`src/rtl/mpu_pkg.sv`:
```
// Shared widths, region descriptor and FSM state type for the memory-protection unit.
package mpu_pkg;

    localparam int unsigned ADDR_W    = 16;
    localparam int unsigned REGIONS   = 4;
    localparam int unsigned MAPS      = 16;
    localparam int unsigned PRIOS     = 8;
    localparam int unsigned STACK_TOP = 1280;
    localparam int unsigned LEN_W     = 14;

    localparam int unsigned SLOTS  = MAPS * REGIONS;
    localparam int unsigned IDX_W  = $clog2(SLOTS);
    localparam int unsigned ID_W   = $clog2(MAPS);
    localparam int unsigned PRIO_W = $clog2(PRIOS);
    localparam int unsigned CFG_W  = ADDR_W + LEN_W + 2;
    localparam int unsigned TOP_W  = ADDR_W + 1;

    // One protection region: [base, base+length] with separate read/write enables.
    typedef struct packed {
        logic [ADDR_W-1:0] base;
        logic [LEN_W-1:0]  length;
        logic              wr_en;
        logic              rd_en;
    } mpu_region_t;

    typedef enum logic {
        LOAD  = 1'b0,
        CHECK = 1'b1
    } mpu_state_e;

    // Map (task id) that owns a flat config slot.
    function automatic logic [ID_W-1:0] slot_map(input logic [IDX_W-1:0] idx);
        return ID_W'(idx / IDX_W'(REGIONS));
    endfunction

    // Flat config slot for a given map and row.
    function automatic logic [IDX_W-1:0] slot_idx(input logic [ID_W-1:0] map, input int row);
        return IDX_W'(map) * IDX_W'(REGIONS) + IDX_W'(row);
    endfunction

endpackage

```
`src/rtl/mpu_guard_unit_region_match.sv`:
```
// Single-row region check: address inside [base, base+length] with the needed permission.
module mpu_region_match
    import mpu_pkg::*;
(
    input  mpu_region_t       region,
    input  logic [ADDR_W-1:0] addr,
    input  logic              store,
    output logic              grant
);

    logic [TOP_W-1:0] top;
    logic             hit;

    // Top is formed one bit wider so a region near the end of memory never wraps to low addresses.
    always_comb begin
        top   = {1'b0, region.base} + TOP_W'(region.length);
        hit   = (addr >= region.base) && ({1'b0, addr} <= top);
        grant = hit && (store ? region.wr_en : region.rd_en);
    end

endmodule

```
`src/rtl/mpu_guard_unit.sv`:
```
// Memory-protection guard between LSU address generation and data memory.
module mpu_guard_unit
    import mpu_pkg::*;
(
    input  logic              clk,
    input  logic              reset,
    input  logic              cfg_we,
    input  logic [IDX_W-1:0]  cfg_idx,
    input  logic [CFG_W-1:0]  cfg_wdata,
    input  logic [ID_W-1:0]   id,
    input  logic [PRIO_W-1:0] prio,
    input  logic [ADDR_W-1:0] sp,
    input  logic              acc_valid,
    output logic              acc_ready,
    input  logic [ADDR_W-1:0] acc_addr,
    input  logic              acc_store,
    output logic              resp_valid,
    output logic              resp_fault,
    output logic              fault_irq,
    output logic [ADDR_W-1:0] fault_addr,
    output logic [ID_W-1:0]   fault_id,
    output logic              fault_store,
    input  logic              fault_clr
);

    mpu_region_t       cfg_mem [SLOTS];
    mpu_region_t       cur_map [REGIONS];
    mpu_state_e        state;
    mpu_state_e        next_state;
    logic [ID_W-1:0]   loaded_id;
    logic [ADDR_W-1:0] ep_vec [PRIOS];
    logic [PRIO_W-1:0] last_prio;

    logic               cfg_hits_id;
    logic               load_en;
    logic               accept;
    logic [REGIONS-1:0] row_grant;
    logic               stack_inside;
    logic               access_fault;
    logic               new_fault;

    // Region configuration store, written one slot at a time.
    always_ff @(posedge clk) begin
        if (reset) begin
            for (int s = 0; s < SLOTS; s++) begin
                cfg_mem[s] <= '0;
            end
        end else if (cfg_we) begin
            cfg_mem[cfg_idx] <= mpu_region_t'(cfg_wdata);
        end
    end

    assign cfg_hits_id = cfg_we && (slot_map(cfg_idx) == id);

    // FSM state register.
    always_ff @(posedge clk) begin
        if (reset) begin
            state <= LOAD;
        end else begin
            state <= next_state;
        end
    end

    // Next state and handshake: any cycle that is not ready reloads map[id]; a write to that map
    // in the same cycle means the copy may be stale, so a further LOAD cycle follows.
    always_comb begin
        next_state = state;
        acc_ready  = 1'b0;
        load_en    = 1'b0;
        case (state)
            LOAD: begin
                load_en    = 1'b1;
                next_state = cfg_hits_id ? LOAD : CHECK;
            end
            CHECK: begin
                if ((id != loaded_id) || cfg_hits_id) begin
                    load_en    = 1'b1;
                    next_state = cfg_hits_id ? LOAD : CHECK;
                end else begin
                    acc_ready = 1'b1;
                end
            end
            default: next_state = LOAD;
        endcase
    end

    // Working copy of the running task's map.
    always_ff @(posedge clk) begin
        if (reset) begin
            for (int r = 0; r < REGIONS; r++) begin
                cur_map[r] <= '0;
            end
            loaded_id <= '0;
        end else if (load_en) begin
            for (int r = 0; r < REGIONS; r++) begin
                cur_map[r] <= cfg_mem[slot_idx(id, r)];
            end
            loaded_id <= id;
        end
    end

    // Entry-pointer capture on each rise in interrupt priority.
    always_ff @(posedge clk) begin
        if (reset) begin
            for (int p = 0; p < PRIOS; p++) begin
                ep_vec[p] <= '0;
            end
            last_prio <= '0;
        end else begin
            last_prio <= prio;
            if (prio > last_prio) begin
                ep_vec[prio] <= sp;
            end
        end
    end

    for (genvar r = 0; r < REGIONS; r++) begin : g_row
        mpu_region_match u_match (
            .region (cur_map[r]),
            .addr   (acc_addr),
            .store  (acc_store),
            .grant  (row_grant[r])
        );
    end

    // Access decision: stack window uses the entry pointer as it stood before this cycle.
    always_comb begin
        stack_inside = (acc_addr >= ADDR_W'(STACK_TOP)) && (acc_addr <= ep_vec[prio]);
        access_fault = !(stack_inside || (|row_grant));
        accept       = acc_valid && acc_ready;
        new_fault    = accept && access_fault;
    end

    // Response pipeline and sticky first-fault capture; a new fault outranks a same-cycle clear.
    always_ff @(posedge clk) begin
        if (reset) begin
            resp_valid  <= 1'b0;
            resp_fault  <= 1'b0;
            fault_irq   <= 1'b0;
            fault_addr  <= '0;
            fault_id    <= '0;
            fault_store <= 1'b0;
        end else begin
            resp_valid <= accept;
            resp_fault <= new_fault;
            if (new_fault && (!fault_irq || fault_clr)) begin
                fault_irq   <= 1'b1;
                fault_addr  <= acc_addr;
                fault_id    <= loaded_id;
                fault_store <= acc_store;
            end else if (fault_clr) begin
                fault_irq <= 1'b0;
            end
        end
    end

endmodule

```
`config.mk`:
```
export PLATFORM = sky130hd
export DESIGN_NAME = mpu_guard_unit
export DESIGN_NICKNAME = d
export VERILOG_FILES = /design/src/rtl/mpu_pkg.sv /design/src/rtl/mpu_guard_unit_region_match.sv /design/src/rtl/mpu_guard_unit.sv
export SDC_FILE = /design/constraint.sdc
export NUM_CORES = 2
export LEC_CHECK = 0
export ABC_AREA = 1
export BUFFER_PORTS_ARGS = -buffer_cell sky130_fd_sc_hd__buf_4
export CAP_MARGIN = 25
export CORE_MARGIN = 2
export CORE_UTILIZATION = 50
export CTS_BUF_LIST = sky130_fd_sc_hd__clkbuf_2
export CTS_CLUSTER_SIZE = 8
export DETAILED_ROUTE_END_ITERATION = 10
export PLACE_DENSITY = 0.68
export SYNTH_ARGS = -nofsm -noshare
export SYNTH_HDL_FRONTEND = slang
export SYNTH_HIERARCHICAL = 1
export SYNTH_SLANG_ARGS = --single-unit
```
`constraint.sdc`:
```
create_clock -name clk -period 3.75 [get_ports clk]
set_input_delay 0 -clock clk [delete_from_list [all_inputs] [get_ports clk]]
set_output_delay 0 -clock clk [all_outputs]
set_load 0.03 [all_outputs]
```
Yosys cells after proc, flatten, opt, wreduce, memory -nomap -nowiden:

Memories as Yosys holds them, arrays and structs flattened.
Cells that the tools add are included.

* register bits: 32
* latch bits: 0
* memory bits (writable): 2304
* bits in read-only memories: 0
* memories kept: 3

* $add $sub $neg: 7
* $mul: 0
* div/mod/pow operators: 0
* $lt $le $gt $ge: 11
* equal/unequal tests: 2
* shift operators: 0
* multiplexer cells: 34
* bitwise operators: 5
* reduce and logical (&&, ||, !) cells: 22

Memory list
* cfg_mem: words 64, bits a word 32, rd ports 4, clocked after memory_dff 0, write ports 64, RTL line mpu_guard_unit.sv:26 `mpu_region_t cfg_mem [SLOTS];`
* cur_map: words 4, bits a word 32, rd ports 4, clocked after memory_dff 0, write ports 4, RTL line mpu_guard_unit.sv:27 `mpu_region_t cur_map [REGIONS];`
* ep_vec: words 8, bits a word 16, rd ports 1, clocked after memory_dff 0, write ports 8, RTL line mpu_guard_unit.sv:31 `logic [ADDR_W-1:0] ep_vec [PRIOS];`

Operators by type and width (count)
* $mux W32: 5
* $add A16 B14 Y17: 4
* $le A16 B17 Y1: 4
* $ge A16 B16 Y1: 4
* $reduce_or A32 Y1: 1
* $mux W1: 24
* $ge A16 B11 Y1 const B: 1
* $le A16 B16 Y1: 1
* $mux W16: 1
* $reduce_or A16 Y1: 1
* $logic_and A1 B1 Y1: 13
* $add A6 B2 Y6 const B: 2
* $add A6 B1 Y6 const B: 1
* $mux W6: 1
* $eq A4 B4 Y1: 1
* $ne A4 B4 Y1: 1
* $or A1 B1 Y1: 4
* $pmux W1 S2: 2
* $reduce_or A4 Y1: 1
* $gt A3 B3 Y1: 1
* $logic_or A1 B1 Y1: 3
* $mux W3: 1
* $logic_not A1 Y1: 2
* $reduce_bool A2 Y1: 1
* $not A1 Y1: 1

Longest topological paths before layout:

* word-level depth: 10
* gate-level depth with buffers: 31

Cells and area by module:

The synthesis kept the hierarchy.

Modules (own cells, without submodules)
* mpu_guard_unit: instances 1, cells each 8951, area each 99874.5 sq um, sequential area each 69827.0 sq um
* mpu_region_match: instances 4, cells each 240, area each 1554.0 sq um, sequential area each 0.0 sq um

Worst setup path after synthesis:

No wires, ideal clock.

* path type: flip-flop to flip-flop
* start: register loaded_id[2]
* end: memory cur_map[0][0] (netlist name), enable pin
* library setup time: 1.114 ns
* data arrival time: 3.081 ns
* data required time: 2.636 ns
* path slack: -0.445 ns
* stages on the path, launching flop included: 7
* clock period less this slack: 4.195 ns
* cells stage by stage: dfxtp_1 -> xnor2_1 -> nand3_1 -> nor2_1 -> nand2_1 -> inv_1 -> nand2_1

RTL lines
* start: declaration: RTL line mpu_guard_unit.sv:30 `logic [ID_W-1:0] loaded_id;`
* start signal: assignment: RTL line mpu_guard_unit.sv:98 `loaded_id <= id;`
* end: declaration: RTL line mpu_guard_unit.sv:27

Worst setup path in the final report:

* start: input prio[2]
* end: register fault_addr[8]

* longest elaborated chain between the ends: 7

Ends and longest elaborated chain
* start: declaration: RTL line mpu_guard_unit.sv:11 `input logic [PRIO_W-1:0] prio,`
* $mem_v2 Z8 W16
* $le A16 B16 Y1: RTL line mpu_guard_unit.sv:128 `stack_inside = (acc_addr >= ADDR_W'(STACK_TOP)) && (acc_addr <= ep_vec[prio]);`
* $logic_and A1 B1 Y1: RTL line mpu_guard_unit.sv:128
* $logic_or A1 B1 Y1: RTL line mpu_guard_unit.sv:129 `access_fault = !(stack_inside || (|row_grant));`
* $logic_not A1 Y1: RTL line mpu_guard_unit.sv:129
* $logic_and A1 B1 Y1: RTL line mpu_guard_unit.sv:131 `new_fault = accept && access_fault;`
* $logic_and A1 B1 Y1: RTL line mpu_guard_unit.sv:146 `if (new_fault && (!fault_irq || fault_clr)) begin`
* end signal: assignment: RTL line mpu_guard_unit.sv:148 `fault_addr <= acc_addr;`
* end: declaration: RTL line mpu_guard_unit.sv:20 `output logic [ADDR_W-1:0] fault_addr,`

Every way passes these cells.
A chain may end at the register's enable or synchronous reset.

==> impl_metrics.yaml <==
timing:
  fin_crit_sh_pct: 104
  relSlewSlack_pct: 11.3
  tns_ns: -2.54
  hold_viol_final: 0
  tightestPinTransition_ns: 1.33
  rsz0062_at_grt: "true"
  max_freq_mhz: 256
  fin_skew_ns: 0.293
  finalMaxSlewViolations: 0
  period_needed_ns: 3.91
  layout_setup_ws_ns: -0.155
  finalSetupViolCount: 22
yosys:
  synth_ff_type: "edfxtp_1"
  syn-cell-area_mm2: 0.106
  synth_top_family_by_area: "simple AND/OR/NAND/NOR gates"
  synth_edf_count: 2304
  synth.area.mux_share_pct: 0.0377
  synth_fp_nets: 10200
  synthXorXnorAreaFrac_pct: 0.454
  async_flop_share_pct: 0
  synthAdderAreaFrac_pct: 2.47
  yosys.area.top_type: "edfxtp_1"
  synthSimpleGateAreaFrac_pct: 14.9
  synth_warnings: 6
  avgSynthCellArea_um2: 10.7
  synth_compound_gate_area_share_pct: 12.0
  yosys.cell_types.count: 52
  postSynthCellCount: 9911
  synth.area.top_cells: "edfxtp_1, nor2_1, o21ai_0"
  seq_area_frac_synth_pct: 65.8
  synth_top_area_share_pct: 65.2
  ys_seq_elements: 2336
status:
  outcome: "finished with violations"
  violations: "setup timing"
worst_setup_path:
  cp_max_fo: 12
  crit_path_top_delay_cell: "dlygate4sd3_1"
  endpoint_kind: "flip-flop"
  reg2reg_from: "cur_map[3][2]$_SDFFCE_PN0P_"
  critPathLaunchType: "input port"
  crit_end: "fault_addr[8]$_SDFFE_PP0P_"
  cpMostUsedCell: "nand2_1"
  arrival_ns: 5.77
  worst_path_largest_cell_delay_ns: 0.77
  cp.required_ns: 5.62
  r2r_slack_ns: -0.13
  r2r-end: "fault_addr[8]$_SDFFE_PP0P_"
  crit_start: "prio[2]"
  setup.worst_path.class: "input port to flip-flop"
  reg2reg_depth: 34
cells_and_area:
  final_cell_mix: "nor2_1, edfxtp_1, o21ai_0"
  final_util_pct: 57.1
  final_layout_size_suffix_gt1_share_pct: 15.1
  fin_area_mm2: 0.121
  layout_commonest_cell: "nor2_1"
  syn_to_final_growth_pct: 13.8
  fin_nets: 10900
drt:
  drcViolationCount: 0
  wirelength_um: 351000
  detail_route.wl_per_cell_um: 25.5
  routed_via_density: 6.09
  drtPass1Iterations: 6
  drt_iter0_drc: 11900
  antenna_left: 0
  vias: 83700
place:
  numPortBuffers: 107
  gp_congestion: 0.888
  dpl_cell_area_mm2: 0.111
  hpwl_um: 195000
  pre_cts_ws_ns: -0.360
clock_network:
  cts_root_buf: "clkbuf_2"
  htree_num_levels: 6
  clk_pin_slew_worst_paths_ns: 0.10
  worstSkewPairLatency_ns: 2.01
  clockBufferDepth: 4
  cts_sinks: 2336
  cts-buffers-inserted: 608
  cts_tree: "done"
floorplan:
  start_util_pct: 50.2
  num_rows: 169
  die_h_um: 465
  num_io_pins: 108
  fp.coreArea_mm2: 0.211
  die_w_um: 465
  dieArea_mm2: 0.216
hold_path:
  hold_class: "input port to flip-flop"
  hp-start: "cfg_idx[1]"
power_and_ir_drop:
  seqPwrFrac_pct: 56.6
  power_uw: 53700
  p_int_uw: 38500
  switchingPower_uw: 15200
  netSwitchingFraction_pct: 28.4
  p_leak_uw: 0.0456
  vdd_ir_drop_max_mv: 0.361
  pwr_density_cell_mw_per_mm2: 445
  clkPwrFrac_pct: 31.0
  p_comb_share_pct: 12.5
flow_run:
  maxCapViolCount: 0
global_route:
  grt_start_max_net_pins: 147
  grt_pass1_vias: 81700
  grt_remaining_overflow: 0
  antenna_found_initial: 20
  track_usage_pct: 32.1
  grt_pass1_wl_um: 519000
==> cells in the mapped netlist (all sizes together), types with 4 or more instances <==
cell type and count:
a21boi 4, a21o 5, a21oi 241, a221oi 19
a22o 12, a22oi 16, a31oi 4, and2 4
and3 4, buf 132, clkbuf 730, clkinv 6
dfxtp 32, edfxtp 2304, fa 4, ha 203
inv 322, mux2i 4, nand2 504, nand3 164
nand4 33, nor2 3308, nor3 25, nor4 12
o211ai 164, o21ai 1072, o21bai 8, o221ai 352
o22ai 162, xnor2 23, xor2 32
==> metal layers <==
layer	global-route usage, %	share of wire [%]	vias to the layer above
li1	-	-	36500
met1	42.2	36	40500
met2	49.1	45	5815
met3	7.74	13	919
met4	17.5	5.7	2
met5	0	0.0040	-
==> timing repair <==
action                                  in CTS  in global routing
cloned                                       4                  2
gates resized for setup                     64                 34
setup buffers                                8                  7
endpoints found under the setup margin      24                 26
pin swaps                                   11                 17
hold buffers                               371                  3
endpoints found under the hold margin     4640               1893
==> layout make-up <==
type,count,area (um^2)
fillers,17700,90700
flip-flops and latches,2336,69800
multi-input cells,6385,31900
repair buffers,916,9280
clock buffers,853,4270
well taps,2821,3530
inverters,328,1280
clock inverters,110,583
diodes,12,30.0
==> per-stage QoR <==
| step | hold WS [ns] | std cells |
|---|---|---|
| 4_1_cts | 0.00150 | 13700 |
| 2_1_floorplan | 0.135 | 9911 |
| 3_5_place_dp | 0.309 | 12400 |
| 3_3_place_gp | 0.307 | 12400 |
| 5_1_grt | 0.0717 | 13800 |
| 6_report | 0.125 | 13800 |
==> worst max-delay path: cells and delay by family <==
kind            cells  cell delay [ns]
simple gates       17             1.27
fa+ha+maj           1             0.14
compound gates      1             0.26
buf+inv            12             4.08
==> power groups by stage <==
| stage | sequential, uW | clock (uW) | combinational (uW) |
|---|---|---|---|
| global placement | 30900 | 0 | 5930 |
| floorplan | 30900 | 0 | 3530 |
| detailed placement | 31000 | 0 | 6040 |
| CTS | 30400 | 16800 | 6510 |
| finish | 30400 | 16600 | 6690 |
| global route | 30500 | 18100 | 7170 |
==> sequential cells by signal, summed over array words and instances (netlist names) <==
register / cells
resp_valid: 1
state: 1
fault_irq: 1
last_prio: 3
fault_store: 1
fault_addr: 16
loaded_id: 4
cur_map: 128
cfg_mem: 2048
ep_vec: 128
resp_fault: 1
fault_id: 4
==> worst min path at each step <==
stage	end	slack, ns	depth (start not counted)
5_1_grt	cfg_mem[13][25]$_SDFFCE_PN0P_	0.07	6
3_3_place_gp	resp_valid$_SDFF_PP0_	0.31	3
3_5_place_dp	resp_valid$_SDFF_PP0_	0.31	3
4_1_cts	cur_map[1][9]$_SDFFCE_PN0P_	0.002	7
2_1_floorplan	resp_valid$_SDFF_PP0_	0.14	2
6_report	cfg_mem[13][25]$_SDFFCE_PN0P_	0.12	6
==> logic make-up after synthesis <==
| family | after synthesis |
|---|---|
| simple gates | 4055 |
| flops | 2336 |
| compound gates | 2064 |
| buf+inv | 1190 |
| fa+ha+maj | 207 |
| xor+xnor | 55 |
| mux | 4 |
Power figures use the tool's default switching activity.
